File: src/rtl/perf_counter_bank.sv
// rtl/perf_counter_bank.sv - cycle, instruction and event counter bank with a one-cycle read port
// Counter index 0 counts cycles, 1 counts retired instructions, 2.. count evt channels.
module perf_counter_bank #(
  parameter int NUM_EVT  = 4,
  parameter int CNT_W    = 32,
  parameter int SAT_MODE = 0,
  localparam int NCNT    = NUM_EVT + 2,
  localparam int SEL_W   = $clog2(NUM_EVT + 2)
) (
  input  logic               clk,
  input  logic               rst,
  input  logic               en,
  input  logic               clear,
  input  logic               inst_commit,
  input  logic [NUM_EVT-1:0] evt,
  input  logic               halt,
  input  logic               rd_req,
  input  logic [SEL_W-1:0]   rd_sel,
  output logic               rd_valid,
  output logic [CNT_W-1:0]   rd_data,
  output logic               rd_err,
  output logic [NCNT-1:0]    ovf,
  output logic               done
);

  typedef enum logic [1:0] {
    S_IDLE,
    S_RUN,
    S_HALTED
  } state_t;

  state_t           state;
  logic [CNT_W-1:0] cnt     [NCNT];
  logic [CNT_W-1:0] cnt_nxt [NCNT];
  logic [NCNT-1:0]  inc;
  logic [NCNT-1:0]  at_max;
  logic [CNT_W-1:0] rd_mux;
  logic             rd_hit;

  // Only RUN advances counters; the cycle counter's strobe is tied high.
  assign inc = (state == S_RUN) ? {evt, inst_commit, 1'b1} : '0;

  always_comb begin
    at_max = '0;
    rd_mux = '0;
    rd_hit = 1'b0;
    for (int i = 0; i < NCNT; i++) begin
      at_max[i] = &cnt[i];
      if (at_max[i] && (SAT_MODE != 0)) begin
        cnt_nxt[i] = cnt[i];
      end else begin
        cnt_nxt[i] = cnt[i] + CNT_W'(1);
      end
      if (rd_sel == SEL_W'(i)) begin
        rd_mux = cnt[i];
        rd_hit = 1'b1;
      end
    end
  end

  always_ff @(posedge clk) begin
    if (!rst) begin
      state    <= S_IDLE;
      done     <= 1'b0;
      ovf      <= '0;
      rd_valid <= 1'b0;
      rd_data  <= '0;
      rd_err   <= 1'b0;
      for (int i = 0; i < NCNT; i++) begin
        cnt[i] <= '0;
      end
    end else begin
      // Reads sample pre-edge counter values, so a read alongside clear sees the old count.
      rd_valid <= rd_req;
      if (rd_req) begin
        rd_data <= rd_mux;
        rd_err  <= ~rd_hit;
      end else begin
        rd_err  <= 1'b0;
      end

      if (clear) begin
        state <= S_IDLE;
        done  <= 1'b0;
        ovf   <= '0;
        for (int i = 0; i < NCNT; i++) begin
          cnt[i] <= '0;
        end
      end else begin
        for (int i = 0; i < NCNT; i++) begin
          if (inc[i]) begin
            cnt[i] <= cnt_nxt[i];
            if (at_max[i]) begin
              ovf[i] <= 1'b1;
            end
          end
        end
        case (state)
          S_IDLE: begin
            if (en) begin
              state <= S_RUN;
            end
          end
          S_RUN: begin
            if (halt) begin
              state <= S_HALTED;
              done  <= 1'b1;
            end
          end
          S_HALTED: begin
            state <= S_HALTED;
          end
          default: begin
            state <= S_IDLE;
            done  <= 1'b0;
          end
        endcase
      end
    end
  end

endmodule

File: config.mk
export PLATFORM = sky130hd
export DESIGN_NAME = perf_counter_bank
export DESIGN_NICKNAME = d
export VERILOG_FILES = /design/src/rtl/perf_counter_bank.sv
export SDC_FILE = /design/constraint.sdc
export NUM_CORES = 1
export LEC_CHECK = 0
export ABC_AREA = 1
export CORE_MARGIN = 2
export CORE_UTILIZATION = 32
export DETAILED_ROUTE_END_ITERATION = 8
export GPL_TIMING_DRIVEN = 1
export MAX_ROUTING_LAYER = met4
export SYNTH_ARGS = -nofsm -noshare
export SYNTH_HDL_FRONTEND = slang
export SYNTH_SLANG_ARGS = --single-unit
File: constraint.sdc
create_clock -name clk -period 2.3 [get_ports clk]
set_clock_uncertainty 0.2 [all_clocks]
set_input_delay 0.345 -clock clk [delete_from_list [all_inputs] [get_ports clk]]
set_output_delay 0.345 -clock clk [all_outputs]
set_load 0.05 [all_outputs]
---- Word-level counts from Yosys, hierarchy flattened ----
Memories as Yosys holds them, arrays and structs flattened.
Cells that the tools add are included.
word-level totals
  bits in registers ....................... 43
  latch bits .............................. 0
  RAM bits ................................ 192
  memory bits (read-only) ................. 0
  input port bits ......................... 14
  output and inout port bits .............. 41
  word-level logic and storage cells ...... 113
  memories kept ........................... 1
memory list
  name  depth  width  rd ports  clocked after Yosys merged registers in  write ports  RTL line  RTL
  cnt   6      32     6         0                                        6            33        logic [CNT_W-1:0] cnt [NCNT];
operators by class
  add/subtract/negate cells ............... 6
  multiply operators ...................... 0
  divide/modulo/power cells ............... 0
  $lt $le $gt $ge ......................... 0
  equal/unequal tests ..................... 9
  shift-type cells ........................ 0
  muxes and demuxes ....................... 58
  bitwise operators ....................... 15
  reductions and logical operators ........ 13
operators by type and width
  cell                   number
  $mux 32                18
  $reduce_and 33->1      6
  $add 32x1->32 const B  6
  $mux 1                 35
  $or 1x1->1             12
  $eq 3x2->1 const B     2
  $eq 3x3->1 const B     2
  $mux 6                 1
  $pmux 2 s3             1
  $reduce_and 2->1       3
  $mux 2                 2
  $ne 2x2->1 const B     2
  $reduce_or 2->1        2
  $eq 3x1->1 const B     1
  $logic_not 3->1        1
  $not 1->1              3
  $eq 2x1->1 const B     1
  $eq 2x2->1 const B     1
  $logic_not 2->1        1
  $pmux 1 s2             1

---- Depth between registers and ports, before layout ----
  depth in word-level cells ............... 8
  mapped depth ............................ 10
  gate-level depth less buffers ........... 10

---- Least setup slack after synthesis ----
OpenSTA, ideal clock, no wires.
  path kind ............................... reg2reg
  from .................................... register state[1]
  to ...................................... memory cnt[2][0], enable pin
  library setup time ...................... 0.389 ns
  data arrival time ....................... 1.569 ns
  required time ........................... 1.711 ns
  setup slack ............................. 0.142 ns
  stages on the path, launching flop included .. 6
  buffers on the path ..................... 1
  clock period less this slack ............ 2.158 ns
  cells stage by stage .................... dfxtp_1 > inv_1 > ha_1 > clkbuf_1 > nand2_1 > nand2_1
RTL lines
  item                    RTL line  RTL
  from (decl)             32        state_t state;
  from (signal assigned)  63        state <= S_IDLE;
  from (signal assigned)  83        state <= S_IDLE;
  from (signal assigned)  101       state <= S_RUN;
  to (decl)               33

---- Final worst setup path ----
  from .................................... register rd_data[23]
  to ...................................... output rd_data[23]
RTL lines
  item                    RTL line  RTL
  from (decl)             20        output logic [CNT_W-1:0] rd_data,
  from (signal assigned)  76        rd_data <= rd_mux;
No word-level cell between the ends.

==> results.md <==
* Status: complete, no violations
* Critical Path AT at 1.72 ns
* CTS Sinks at 235
* CTS tree: built
* Worst vdd ir at 0.647 mV
* PnR worst setup slack at 0.0398 ns
* P&R area growth vs syn at 20.1%
* Post-Place Worst Slack at -0.110 ns
* Hold Crit Start: en
* Clock buffer depth at 3
* Number of global-route vias before repair at 14.2k
* Antenna-violating nets left at 0
* CP startpoint: rd_data[23]$_SDFFE_PN0P_
* Hold_ws at 0.233 ns
* Die X-Extent at 220 microns
* Net Sw Frac at 25.7%
* Netlist Area Pre-Place at 0.0149 sq mm
* Count of final setup violators at 0
* CP bufs+invs at 1
* Synth warn at 0
* Number of enable flip-flop cells after synthesis at 192
* Initial core utilization at 32.2%
* Synth Flop Type: edfxtp_1
* Gr ovfl total at 0
* Register area share after synthesis at 44.5%
* CP endpoint kind: output pin
* Drt first pass iters at 5
* Share of cells above drive strength 1 at 7.02%
* Cell count after synthesis at 2145
* PwrDens at 620 mW/mm^2
* Fin crit period at 2.26 ns
* Routed wire length at 53800 microns
* H-tree depth at 1
* Largest net degree at the start of global routing at 33
* Most frequent cell after synthesis: nand2_1
* Die height at 220 microns
* Clk Latency, worst-skew pair at 0.58 ns
* DRC viols at 0
* Hold Buf Count CTS at 0
* Leading area contributor after synthesis: edfxtp_1
* Worst slew pin tran at 0.522 ns
* Cells after DPL at 2846
* Seq pwr share at 45.9%
* Yosys top cell area share at 38.7%
* Avg WL per Cell at 18.5 microns
* Worst setup SP type: register
* Net switching power at 2.85 mW
* Critical path's top delay family: buffers and inverters
* Clock tree root driver cell: clkbuf_16
* Max-slew violation count at 0
* Unrepaired setup endpoints after global routing: no
* Final Core Density at 38.6%
* Slowest cell on the critical path: clkdlybuf4s50_1
* Reg clk slew, reported paths at 0.06 ns
* Asr flop ratio synth at 0%
* Top post-synthesis cells by area: edfxtp_1 (39%), nand2_1 (17%), nor2_1 (9.1%)
* IO Port Bufs at 54
* # Max-Cap Violations at 0
* Part of the power in the clock network at 45.6%
* Leakage at 6.36 nW
* Core area at 0.0463 sq mm
* Fin. Hold Viols at 0
* Post-route insts no fill at 2903
* Fin nets at 2294
* Worst reg2reg startpoint: cnt[5][0]$_SDFFCE_PN0P_
* Via count at 15.0k
* Tcrit/Tclk final at 98.3%
* CP peak stage delay at 0.81 ns
* Commonest cells post-synth: nand2_1 (683), nor2_1 (362), a21oi_1 (238), inv_1 (208), edfxtp_1 (192)
* DR vias/cell at 5.18
* CP Cell Sequence: clkdlybuf4s50_1
* Global-route wire length before repair at 82200 microns
* Total die area at 0.0482 sq mm
* Syn_area_per_cell at 6.94 sq um
* Dpl hpwl at 42400 microns
* Crit path kind: reg2out
* Fmax at 442 MHz
* Yosys cell types at 28
* Flops & latches, synth at 235
* Initial antenna violation count at 1
* Relative slew slack at 65.1%
* Syn_nets at 2168
* Required time of the critical path at 1.75 ns
* Site Rows at 79
* Initial DRC count at 1265
* GRT Overall Usage at 22.9%
* Combinational share of power at 8.5%
* Min-Delay Path Class: in2reg
* CTS buffer count at 30
* P_int at 8.23 mW
* Crit path max fanout at 2
* I/O pins at 55
* Final GP Congestion at 1.03
power by group through the flow:
stage               Clock [mW]  Combinational, mW  Sequential, mW
floorplan                    0              0.460            5.13
global placement             0              0.935            5.16
detailed placement           0              0.944            5.16
CTS                       5.16              0.933            5.08
global route              5.32               1.03            5.10
finish                    5.05              0.941            5.08
kinds of logic (layout without fill, tap and decap cells):
kind of cell / after synthesis / count (layout) / share of synthesized area (%)
compound gates: 316 / 316 / 10.8
xor+xnor: 26 / 26 / 1.53
buf+inv: 264 / 414 / 6.80
flops: 235 / 235 / 44.5
simple gates: 1295 / 1295 / 35.6
other cells: 0 / 1 / 0
fa+ha+maj: 9 / 9 / 0.757
cell type report:
type	count	area [sq um]
tap	607	759
fill	4819	28400
clock buffer	44	897
clock inverter	12	164
inverter	215	807
multi-input combinational	1646	7250
timing repair buffer	143	1370
antenna	1	2.50
sequential	235	6630
what timing repair did:
action | in CTS | in global routing
endpoints found under the setup margin | 29 | 14
buffers inserted | 0 | 0
gates resized for setup | 29 | 11
hold endpoints to repair | 0 | 0
per-stage QoR:
| step | TNS [ns] | area [sq um] | power (mW) |
|---|---|---|---|
| floorplan | 0 | 14900 | 5.59 |
| global placement | -0.934 | 16800 | 6.10 |
| detailed placement | -1.31 | 16800 | 6.11 |
| CTS | 0 | 17800 | 11.2 |
| global route | 0 | 17900 | 11.5 |
| finish | 0 | 17900 | 11.1 |
cell usage in the layout (no fill, tap or decap), drive strengths merged, types with 4 or more instances in the layout:
cell type,count
dfxtp,43
edfxtp,192
bufinv,4
ha,9
inv,215
nand3b,21
nor2,367
nor3b,4
nand4,17
dlygate4sd2,29
nor3,60
clkdlybuf4s50,16
clkbuf,44
or2,9
dlymetal6s2s,9
clkinv,8
xor2,20
a21oi,238
o21ai,68
o21a,8
xnor2,6
nand2,683
nand3,134
buf,89
state kept, by name (all words and copies together) (netlist names):
signal,cells
cnt,192
rd_data,32
done,1
rd_err,1
ovf,6
rd_valid,1
state,2
final timing paths:
path / end / slack [ns] / cells after the start
hold / removal: state[0]$_SDFFE_PP0P_ / 0.23 / 3
setup / recovery: rd_data[23] / 0.04 / 1
hold reg to reg: ovf[4]$_SDFFE_PP0P_ / 0.25 / 2
setup reg to reg: cnt[5][9]$_SDFFCE_PN0P_ / 0.16 / 7
layer usage:
layer  global-route usage [%]  up-vias  part of all wire [%]
li1                         -     7277                     -
met4                     7.90        0                   3.5
met3                     2.91      106                   7.1
met5                        -        -                     0
met1                     30.7     7096                    45
met2                     35.6      547                    45
Power figures use the tool's default switching activity.
